<file path="src/rtl/note_buffer_if.sv">
// note_buffer_if: strobe, key and playback signals between the controller side and the note buffer.
interface note_buffer_if #(
   parameter int DEPTH = 16,
   parameter int KEY_W = 4
);
   logic                     enable_shift;
   logic                     enable_read;
   logic                     key_valid;
   logic [KEY_W-1:0]         key_code;
   logic                     play_start;
   logic                     play_stop;
   logic                     clear;
   logic [KEY_W-1:0]         note_out;
   logic                     note_valid;
   logic                     playing;
   logic [$clog2(DEPTH):0]   count;
   logic                     full;
   logic                     empty;
   logic                     overflow;
   modport master (
      output enable_shift, enable_read, key_valid, key_code, play_start, play_stop, clear,
      input  note_out, note_valid, playing, count, full, empty, overflow
   );
   modport slave (
      input  enable_shift, enable_read, key_valid, key_code, play_start, play_stop, clear,
      output note_out, note_valid, playing, count, full, empty, overflow
   );
endinterface

</file>
<file path="src/rtl/note_buffer.sv">
// note_buffer: circular FIFO that records key codes on write slots and replays them on read slots.
module note_buffer #(
   parameter int DEPTH = 16,
   parameter int KEY_W = 4
) (
   input logic          clk,
   input logic          resetn,
   note_buffer_if.slave bus
);
   localparam int AW = $clog2(DEPTH);
   typedef enum logic {S_IDLE, S_PLAY} state_t;
   state_t           state, state_nxt;
   logic [KEY_W-1:0] mem [DEPTH];
   logic [AW-1:0]    wr_ptr, rd_ptr;
   logic [AW:0]      count;
   logic [KEY_W-1:0] note_out;
   logic             note_valid, overflow, full, empty, wr, rd;
   assign full  = count == (AW+1)'(DEPTH);
   assign empty = count == '0;
   assign wr    = bus.enable_shift & bus.key_valid & ~full & ~bus.clear;
   // Reads only drain stored entries; an empty buffer never forwards a same-cycle write.
   assign rd    = bus.enable_read & (state == S_PLAY) & ~empty & ~bus.clear;
   always_ff @(posedge clk)
      if (!resetn) state <= S_IDLE;
      else         state <= state_nxt;
   always_comb begin
      state_nxt = state;
      if (bus.clear)
         state_nxt = S_IDLE;
      else if (state == S_IDLE)
         state_nxt = (bus.play_start & ~bus.play_stop & ~empty) ? S_PLAY : S_IDLE;
      else
         state_nxt = (bus.play_stop | (empty & ~wr)) ? S_IDLE : S_PLAY;
   end
   always_ff @(posedge clk)
      if (wr) mem[wr_ptr] <= bus.key_code;
   always_ff @(posedge clk) begin
      if (!resetn) begin
         wr_ptr     <= '0;
         rd_ptr     <= '0;
         count      <= '0;
         note_out   <= '0;
         note_valid <= 1'b0;
         overflow   <= 1'b0;
      end else if (bus.clear) begin
         wr_ptr     <= '0;
         rd_ptr     <= '0;
         count      <= '0;
         note_valid <= 1'b0;
         overflow   <= 1'b0;
      end else begin
         if (wr) wr_ptr <= wr_ptr + 1'b1;
         if (rd) rd_ptr <= rd_ptr + 1'b1;
         if (rd) note_out <= mem[rd_ptr];
         count      <= count + (AW+1)'(wr) - (AW+1)'(rd);
         note_valid <= rd;
         if (bus.enable_shift & bus.key_valid & full) overflow <= 1'b1;
      end
   end
   assign bus.note_out   = note_out;
   assign bus.note_valid = note_valid;
   assign bus.playing    = state == S_PLAY;
   assign bus.count      = count;
   assign bus.full       = full;
   assign bus.empty      = empty;
   assign bus.overflow   = overflow;
endmodule

</file>
<file path="src/flat_wrapper.sv">
// flat-port wrapper written by rule: the top's interface ports become plain ports
module note_buffer_flat 
#(
   parameter int DEPTH = 16,
   parameter int KEY_W = 4
)
  (clk, resetn, bus_enable_shift, bus_enable_read, bus_key_valid, bus_key_code, bus_play_start, bus_play_stop, bus_clear, bus_note_out, bus_note_valid, bus_playing, bus_count, bus_full, bus_empty, bus_overflow);
  note_buffer_if #(.DEPTH(DEPTH), .KEY_W(KEY_W)) bus_i ();
  input logic clk;
  input logic resetn;
  input wire logic [$bits(bus_i.enable_shift)-1:0] bus_enable_shift;
  input wire logic [$bits(bus_i.enable_read)-1:0] bus_enable_read;
  input wire logic [$bits(bus_i.key_valid)-1:0] bus_key_valid;
  input wire logic [$bits(bus_i.key_code)-1:0] bus_key_code;
  input wire logic [$bits(bus_i.play_start)-1:0] bus_play_start;
  input wire logic [$bits(bus_i.play_stop)-1:0] bus_play_stop;
  input wire logic [$bits(bus_i.clear)-1:0] bus_clear;
  output wire logic [$bits(bus_i.note_out)-1:0] bus_note_out;
  output wire logic [$bits(bus_i.note_valid)-1:0] bus_note_valid;
  output wire logic [$bits(bus_i.playing)-1:0] bus_playing;
  output wire logic [$bits(bus_i.count)-1:0] bus_count;
  output wire logic [$bits(bus_i.full)-1:0] bus_full;
  output wire logic [$bits(bus_i.empty)-1:0] bus_empty;
  output wire logic [$bits(bus_i.overflow)-1:0] bus_overflow;
  assign bus_i.enable_shift = bus_enable_shift;
  assign bus_i.enable_read = bus_enable_read;
  assign bus_i.key_valid = bus_key_valid;
  assign bus_i.key_code = bus_key_code;
  assign bus_i.play_start = bus_play_start;
  assign bus_i.play_stop = bus_play_stop;
  assign bus_i.clear = bus_clear;
  assign bus_note_out = bus_i.note_out;
  assign bus_note_valid = bus_i.note_valid;
  assign bus_playing = bus_i.playing;
  assign bus_count = bus_i.count;
  assign bus_full = bus_i.full;
  assign bus_empty = bus_i.empty;
  assign bus_overflow = bus_i.overflow;
  note_buffer #(.DEPTH(DEPTH), .KEY_W(KEY_W)) u_core (.clk(clk), .resetn(resetn), .bus(bus_i));
endmodule
</file>
<file path="config.mk">
export PLATFORM = sky130hd
export DESIGN_NAME = note_buffer_flat
export DESIGN_NICKNAME = d
export VERILOG_FILES = /design/src/rtl/note_buffer_if.sv /design/src/rtl/note_buffer.sv /design/src/flat_wrapper.sv
export SDC_FILE = /design/constraint.sdc
export NUM_CORES = 1
export LEC_CHECK = 0
export CELL_PAD_IN_SITES_DETAIL_PLACEMENT = 0
export CELL_PAD_IN_SITES_GLOBAL_PLACEMENT = 1
export CORE_MARGIN = 2
export CORE_UTILIZATION = 33
export CTS_CLUSTER_DIAMETER = 100
export DETAILED_ROUTE_END_ITERATION = 7
export DONT_BUFFER_PORTS = 1
export PLACE_DENSITY_LB_ADDON = 0.1
export SYNTH_ARGS = -nofsm -noshare
export SYNTH_HDL_FRONTEND = slang
export SYNTH_SLANG_ARGS = --single-unit
</file>
<file path="constraint.sdc">
create_clock -name clk -period 4.6 [get_ports clk]
set_input_delay 0.46 -clock clk [delete_from_list [all_inputs] [get_ports clk]]
set_output_delay 0.46 -clock clk [all_outputs]
set_load 0.05 [all_outputs]
</file>
==> run_results.csv, run 1 <==
group,metric,value,unit
run_status,status,"finished, final reports clean",
global_route,grt_max_degree,18,
setup_path,crit_path_end_kind,"flop",
global_route,via_count_of_the_first_global_routing_pass,1891,
setup_path,path_common_cell,"sky130_fd_sc_hd__ha_1",
power,totalPowerFinal,1.379,mW
timing,drv_slew,0,
clocking,path_clk_slew,90,ps
timing,final.setup_skew,16.79,ps
setup_path,timing.critical_path.arrival,3620,ps
clocking,cts_root_buf,"sky130_fd_sc_hd__clkbuf_8",
timing,timing_hold_violations_final,0,
power,power.share.sequential,59.3,%
synthesis,synthesized_area_per_cell,15.41,um^2
final_layout,fillCellCount,982,
timing,worstMarginPinSlew,898.4,ps
global_route,grtUsageTotal,13.46,%
setup_path,worstSetupStartpointType,"flop",
power,leakagePower,1.203,nW
die,core_area,10320,um^2
power,switchingPower,300.1,uW
final_layout,area_of_the_multi_input_gates,1079,um^2
timing,period_needed,3352,ps
setup_path,crit_required,4870,ps
setup_path,rrSetupSlack,1250,ps
setup_path,cp-startpoint,"u_core.bus.count[3]$_SDFF_PP0_",
clocking,clock_tree.htree_level_count,3,
die,ios,26,
drt,remaining_drc_errors,0,
setup_path,path_cells,"inv_1 > ha_1 > or4b_1 > nand2_2 > inv_2 > ha_1 > inv_1 > ha_1 > fa_1 > a21oi_1 > nor2_1 > or3_1 > a21oi_1",
placed_design,place.port_buffers,0,
clocking,clk-insertion-delay-late,360,ps
clocking,cts.repair.resized,0,
power,power_report.internal_total,1.079,mW
timing,finalSetupViolCount,0,
synthesis,synth-seq-area-share,66.10,%
timing,finalSetupTns,0,ps
final_layout,diode_insertion_count_for_antenna_repair,0,
power,power_frac_clock,39.6,%
final_layout,mostFrequentLayoutCell,"sky130_fd_sc_hd__edfxtp_1",
setup_path,worst_path_max_delay_cell,"sky130_fd_sc_hd__or4b_1",
clocking,num_cts_buffers,9,
final_layout,post-route-util,37.09,%
timing,timing.hold.ws,166.4,ps
die,placementRows,37,
hold_path,min-delay-path-class,"input port to flop",
power,power.share.switching,21.76,%
clocking,postCtsHoldBufs,0,
final_layout,final_nets,252,
synthesis,async_reset_ff_share,0,%
timing,slew_headroom,40.03,%
drt,drt_wl_total,7.071,mm
power,p_per_area,360.2,nW/um^2
clocking,cts_sinks,84,
synthesis,synth_edf_count,64,
synthesis,yosys.cell_types.count,36,
global_route,wire_length_of_the_first_global_routing_pass,11.21,mm
die,dieArea,11490,um^2
global_route,grt_remaining_overflow,0,
clocking,post_cts_buffers,0,
clocking,cts-root-to-sink-buffers,2,
synthesis,synthesis.instances,228,
setup_path,criticalPathCategory,"flop to flop",
final_layout,final_layout_size_suffix_gt1_share,16.31,%
timing,final_period_utilization,72.88,%
synthesis,synth.ff_latch_count,84,
die,die_width,107.2,um
power,vdd_drop_max,0.1386,mV
drt,dr.pass1.iters,5,
job,cap_violations,0,
die,chipHeight,107.2,um
drt,vias,1798,
drt,drt_iter0_drc,66,
final_layout,area.sequential,2322,um^2
timing,highest_attainable_clock_frequency,0.2983,GHz
setup_path,worst-path-max-fanout,7,
hold_path,hold_start,"bus_play_stop",
drt,ant_nets,0,
global_route,antenna_violations_before_repair,0,
power,comb_power_share,1.1,%
die,initial_core_util,34.03,%
synthesis,yosysWarningCount,0,
final_layout,final_cell_mix,"64 x sky130_fd_sc_hd__edfxtp_1, 21 x sky130_fd_sc_hd__nor2_1, 20 x sky130_fd_sc_hd__dfxtp_1, 16 x sky130_fd_sc_hd__mux4_2",
setup_path,critical-path-max-stage-delay,580,ps
drt,post_drt_via_cell_ratio,4.873,
setup_path,critical_path.reg2reg.startpoint,"u_core.bus.count[3]$_SDFF_PP0_",
drt,post_drt_wl_per_cell,19.16,um
timing,grt_setup_unrepaired,"false",
synthesis,synth_flop_cell,"sky130_fd_sc_hd__edfxtp_1",
placed_design,dp_hpwl,4.771,mm
clocking,cts_tree,"yes",
synthesis,syn-num-nets,252,
final_layout,area_growth_syn_to_layout,8.974,%
placed_design,place_congestion,0.7295,
synthesis,post_synth_instance_area,3513,um^2
==> registers in the layout, summed over array words and instances (netlist names) <==
signal,cells
u_core.mem,64
u_core.wr_ptr,4
u_core.bus.note_valid,1
u_core.bus.playing,1
u_core.bus.overflow,1
u_core.rd_ptr,4
u_core.bus.note_out,4
u_core.bus.count,5
==> cell families (layout without fill, tap and decap cells) <==
family / after synthesis / in the layout / synth area share [%]
flip-flops: 84 / 84 / 66.10
multiplexers: 24 / 24 / 12.54
AO/OA/AOI/OAI: 15 / 15 / 2.707
buffers and inverters: 24 / 29 / 3.205
AND/OR/NAND/NOR: 60 / 60 / 8.726
XOR/XNOR: 9 / 9 / 2.243
adder cells (fa/ha/maj): 12 / 12 / 4.487
==> critical path, delay by kind of cell, from the launching register on <==
| kind | cells | cell delay (ps) |
|---|---|---|
| AOI/OAI and AO/OA | 2 | 300 |
| adders and majority gates | 4 | 1030 |
| buffers and inverters | 3 | 280 |
| DFF | 1 | 490 |
| and+or+nand+nor | 4 | 1170 |
==> power by group through the flow <==
stage	Sequential (mW)	Combinational, mW	Clock, mW
4_1_cts	0.818	0.0154	0.562
2_1_floorplan	0.835	0.0126	0
3_5_place_dp	0.836	0.0152	0
5_1_grt	0.819	0.0168	0.589
6_report	0.818	0.0150	0.546
3_3_place_gp	0.836	0.0158	0
==> worst paths after layout <==
check	to	cells after the start
hold / removal	u_core.bus.playing$_SDFF_PP0_	1
setup reg to reg	u_core.bus.count[4]$_SDFF_PP0_	13
hold reg to reg	u_core.wr_ptr[1]$_SDFFE_PP0P_	2
setup / recovery	u_core.bus.count[4]$_SDFF_PP0_	13
==> stage by stage <==
step	instance area (um^2)	setup WS, ps	instances
floorplan	3513	1484	228
global placement	3623	1312	353
detailed placement	3623	1252	353
CTS	3829	1230	369
global route	3829	1035	369
finish	3829	1248	369
==> layout make-up <==
type	instances	share of cell area, %
clock buffer	9	3.235
clock inverter	7	2.124
inverter	12	1.176
multi-input combinational	120	28.17
sequential	84	60.65
tap	136	4.444
timing repair buffer	1	0.1961
==> metal layers <==
metal	up-vias	global-route usage, %	wire [um]	part of all wire [%]
met5	-	0	0	0
li1	853	-	-	-
met2	45	20.61	3275	46
met1	889	18.22	3344	47
met3	11	3.951	358	5.1
met4	0	4.731	93	1.3
==> cell usage after synthesis (2+ instances only) <==
library cell                n  area [um^2]
sky130_fd_sc_hd__mux2i_1    8        80.08
sky130_fd_sc_hd__clkbuf_1   4        15.01
sky130_fd_sc_hd__edfxtp_1  64         1922
sky130_fd_sc_hd__inv_1     11        41.29
sky130_fd_sc_hd__nand3_1    9        45.04
sky130_fd_sc_hd__a21oi_1    6        30.03
sky130_fd_sc_hd__buf_1      2        7.510
sky130_fd_sc_hd__mux4_2    16        360.4
sky130_fd_sc_hd__and3_1     4        25.02
sky130_fd_sc_hd__xnor2_1    5        43.79
sky130_fd_sc_hd__nand2b_1   2        12.51
sky130_fd_sc_hd__nand2_1   10        37.54
sky130_fd_sc_hd__o221ai_1   4        35.03
sky130_fd_sc_hd__nor3_1     4        20.02
sky130_fd_sc_hd__o21ai_0    3        15.01
sky130_fd_sc_hd__buf_6      2        22.52
sky130_fd_sc_hd__nor2_1    21        78.83
sky130_fd_sc_hd__ha_1      11        137.6
sky130_fd_sc_hd__buf_2      3        15.01
sky130_fd_sc_hd__xor2_1     4        35.03
sky130_fd_sc_hd__dfxtp_1   20        400.4
No activity file was read; power rests on OpenSTA's default activity.
==> run 2: changes to the inputs <==
ABC_AREA = 1   (was not set)
clock period = 3.4 ns   (was 4.6 ns; I/O delays follow)
==> run_results.csv, run 2 <==
group,metric,value,unit
synthesis,synth_xor_area_share,0.2285,%
synthesis,syn-num-nets,426,
final_layout,final_cell_mix,"118 x sky130_fd_sc_hd__nand2_1, 64 x sky130_fd_sc_hd__edfxtp_1, 55 x sky130_fd_sc_hd__inv_1, 47 x sky130_fd_sc_hd__nand3_1, 27 x sky130_fd_sc_hd__nor2_1",
timing,final_period_utilization,80.36,%
clocking,cts.repair.resized,0,
global_route,grtUsageTotal,14.85,%
timing,slew_headroom,49.27,%
global_route,wire_length_of_the_first_global_routing_pass,13.79,mm
synthesis,yosys.cell_types.count,28,
setup_path,critical-path-max-stage-delay,390,ps
synthesis,synth.area.mux_share,0,%
synthesis,synth.ff_latch_count,84,
die,core_area,11370,um^2
drt,drt_wl_total,8.619,mm
synthesis,synth-compound-area-share,3.036,%
final_layout,area_growth_syn_to_layout,11.26,%
hold_path,min-delay-path-class,"input port to flop",
die,ios,26,
synthesis,synth-simple-area-share,23.31,%
setup_path,worst-path-max-fanout,12,
setup_path,worst_path_max_delay_cell,"sky130_fd_sc_hd__fa_1",
placed_design,dp_hpwl,6.034,mm
clocking,cts_tree,"yes",
die,initial_core_util,33.71,%
drt,remaining_drc_errors,0,
synthesis,yosysWarningCount,0,
job,cap_violations,0,
global_route,via_count_of_the_first_global_routing_pass,2468,
timing,finalSetupTns,0,ps
synthesis,post_synth_instance_area,3832,um^2
timing,period_needed,2732,ps
drt,ant_nets,0,
setup_path,criticalPathCategory,"flop to flop",
placed_design,placedCellCount,540,
synthesis,main_combinational_cell_family_by_area_after_synthesis,"simple AND/OR/NAND/NOR gates",
drt,post_drt_via_cell_ratio,4.626,
power,vdd_drop_max,0.1678,mV
placed_design,place_congestion,0.7256,
global_route,grt_util_met1,19.04,%
final_layout,mostFrequentLayoutCell,"sky130_fd_sc_hd__nand2_1",
synthesis,synth_flop_cell,"sky130_fd_sc_hd__edfxtp_1",
final_layout,diode_insertion_count_for_antenna_repair,0,
power,p_per_area,490.6,nW/um^2
synthesis,adder_cell_fraction_of_synth_area,4.114,%
die,die_width,111.8,um
drt,post_drt_wl_per_cell,15.50,um
clocking,cts-root-to-sink-buffers,2,
synthesis,synthesized_area_per_cell,9.533,um^2
clocking,cts_root_buf,"sky130_fd_sc_hd__clkbuf_16",
final_layout,final_layout_size_suffix_gt1_share,9.201,%
synthesis,synth-seq-area-share,60.59,%
clocking,postCtsHoldBufs,0,
synthesis,async_reset_ff_share,0,%
drt,dr.pass1.iters,4,
timing,final.setup_skew,7.056,ps
synthesis,yosys.cell_count.top_type,"sky130_fd_sc_hd__nand2_1",
timing,worstMarginPinSlew,759.8,ps
setup_path,timing.critical_path.arrival,2960,ps
final_layout,top_register,"u_core.mem",
synthesis,synthDominantCellAreaShare,50.15,%
global_route,gr-usage-met2,23.80,%
final_layout,reg.largest.list,"u_core.mem (64), u_core.bus.count (5)",
global_route,globalRoute.busiestLayer,"met2",
power,leakagePower,1.745,nW
final_layout,instances_no_fill,556,
setup_path,path_cells,"buf_4 > inv_1 > ha_1 > nand4_2 > nand2_4 > inv_4 > ha_1 > inv_1 > ha_1 > fa_1 > nand2_1 > inv_1 > o21ai_0 > and3_1 > nor3_1",
timing,timing.hold.ws,101.4,ps
clocking,path_clk_slew,60,ps
timing,timing_hold_violations_final,0,
setup_path,worstSetupStartpointType,"flop",
synthesis,synth.largest_area_cell,"sky130_fd_sc_hd__edfxtp_1",
clocking,clock_tree.htree_level_count,3,
drt,vias,2572,
die,placementRows,39,
global_route,antenna_violations_before_repair,0,
die,chipHeight,111.8,um
setup_path,crit_path_end_kind,"flop",
global_route,grt_remaining_overflow,0,
timing,finalSetupViolCount,0,
placed_design,place.port_buffers,0,
timing,grt_setup_unrepaired,"false",
global_route,grt.met3_usage,3.375,%
die,dieArea,12490,um^2
synthesis,yosys-top-cells-count,"118 x sky130_fd_sc_hd__nand2_1, 64 x sky130_fd_sc_hd__edfxtp_1, 55 x sky130_fd_sc_hd__inv_1, 47 x sky130_fd_sc_hd__nand3_1, 27 x sky130_fd_sc_hd__nor2_1",
clocking,post_cts_buffers,0,
final_layout,fillCellCount,1130,
clocking,cts_sinks,84,
run_status,status,"finished, final reports clean",
drt,drt_iter0_drc,107,
synthesis,synth_edf_count,64,
final_layout,largest_reg_flops,64,
setup_path,crit_required,3620,ps
synthesis,synthesis.instances,402,
timing,highest_attainable_clock_frequency,0.3660,GHz
global_route,grt_max_degree,36,
clocking,clk-insertion-delay-late,330,ps
synthesis,post_synth_main_area_contributors,"sky130_fd_sc_hd__edfxtp_1 50%, sky130_fd_sc_hd__nand2_1 12%, sky130_fd_sc_hd__dfxtp_1 10%",
final_layout,final_nets,432,
clocking,num_cts_buffers,9,
timing,drv_slew,0,
==> run 2: layer usage <==
layer | up-vias | routed length, um
li1 | 1309 | -
met5 | - | 0
met4 | 0 | 187
met1 | 1213 | 4120
met3 | 12 | 313
met2 | 38 | 3998
==> run 2: logic make-up (layout without fill, tap and decap cells) <==
| group | after synthesis | in the layout |
|---|---|---|
| flops | 84 | 84 |
| fa+ha+maj | 12 | 12 |
| simple gates | 207 | 207 |
| buf+inv | 76 | 87 |
| compound gates | 22 | 22 |
| xor+xnor | 1 | 1 |
==> run 2: through the flow <==
| stage | instance area, um^2 | total power [mW] | utilization, % | setup WS, ps |
|---|---|---|---|---|
| 2_1_floorplan | 3832 | 1.150 | - | 726.4 |
| 3_3_place_gp | 3975 | 1.158 | 34.96 | 710.4 |
| 3_5_place_dp | 3975 | 1.158 | 34.96 | 648.6 |
| 4_1_cts | 4264 | 2.119 | 37.50 | 629.9 |
| 5_1_grt | 4264 | 2.169 | 37.50 | 410.0 |
| 6_report | 4264 | 2.092 | 37.50 | 667.8 |
==> run 2: path summary, 6_finish.rpt <==
| path | from | to | slack, ps | depth (start not counted) |
|---|---|---|---|---|
| min | bus_key_code[0] | u_core.mem[15][0]$_DFFE_PP_ | 100 | 0 |
| max reg2reg | u_core.bus.count[3]$_SDFF_PP0_ | u_core.bus.count[4]$_SDFF_PP0_ | 670 | 15 |
| min reg2reg | u_core.wr_ptr[2]$_SDFFE_PP0P_ | u_core.wr_ptr[2]$_SDFFE_PP0P_ | 520 | 2 |
| max | u_core.bus.count[3]$_SDFF_PP0_ | u_core.bus.count[4]$_SDFF_PP0_ | 670 | 15 |
==> run 2: area by class of cell <==
| cell class | instances | area [um^2] | area share, % |
|---|---|---|---|
| sequential | 84 | 2322 | 54.46 |
| multi-input combinational | 242 | 1176 | 27.58 |
| clock buffer | 14 | 254.0 | 5.957 |
| inverter | 64 | 245.2 | 5.751 |
| tap | 143 | 178.9 | 4.196 |
| timing repair buffer | 7 | 52.55 | 1.232 |
| clock inverter | 2 | 35.03 | 0.8216 |
==> run 2: critical path: cells and delay by family, from the launching register on <==
family,cells,cell delay (ps)
compound gates,1,210
fa+ha+maj,4,1040
buf+inv,5,430
flops,1,300
simple gates,5,650
==> run 2: power by group <==
| group | total, mW | switching (mW) | internal (mW) |
|---|---|---|---|
| logic | 0.0272 | 0.0204 | 0.00682 |
| registers | 1.11 | 0.00257 | 1.11 |
| clock network | 0.956 | 0.367 | 0.589 |
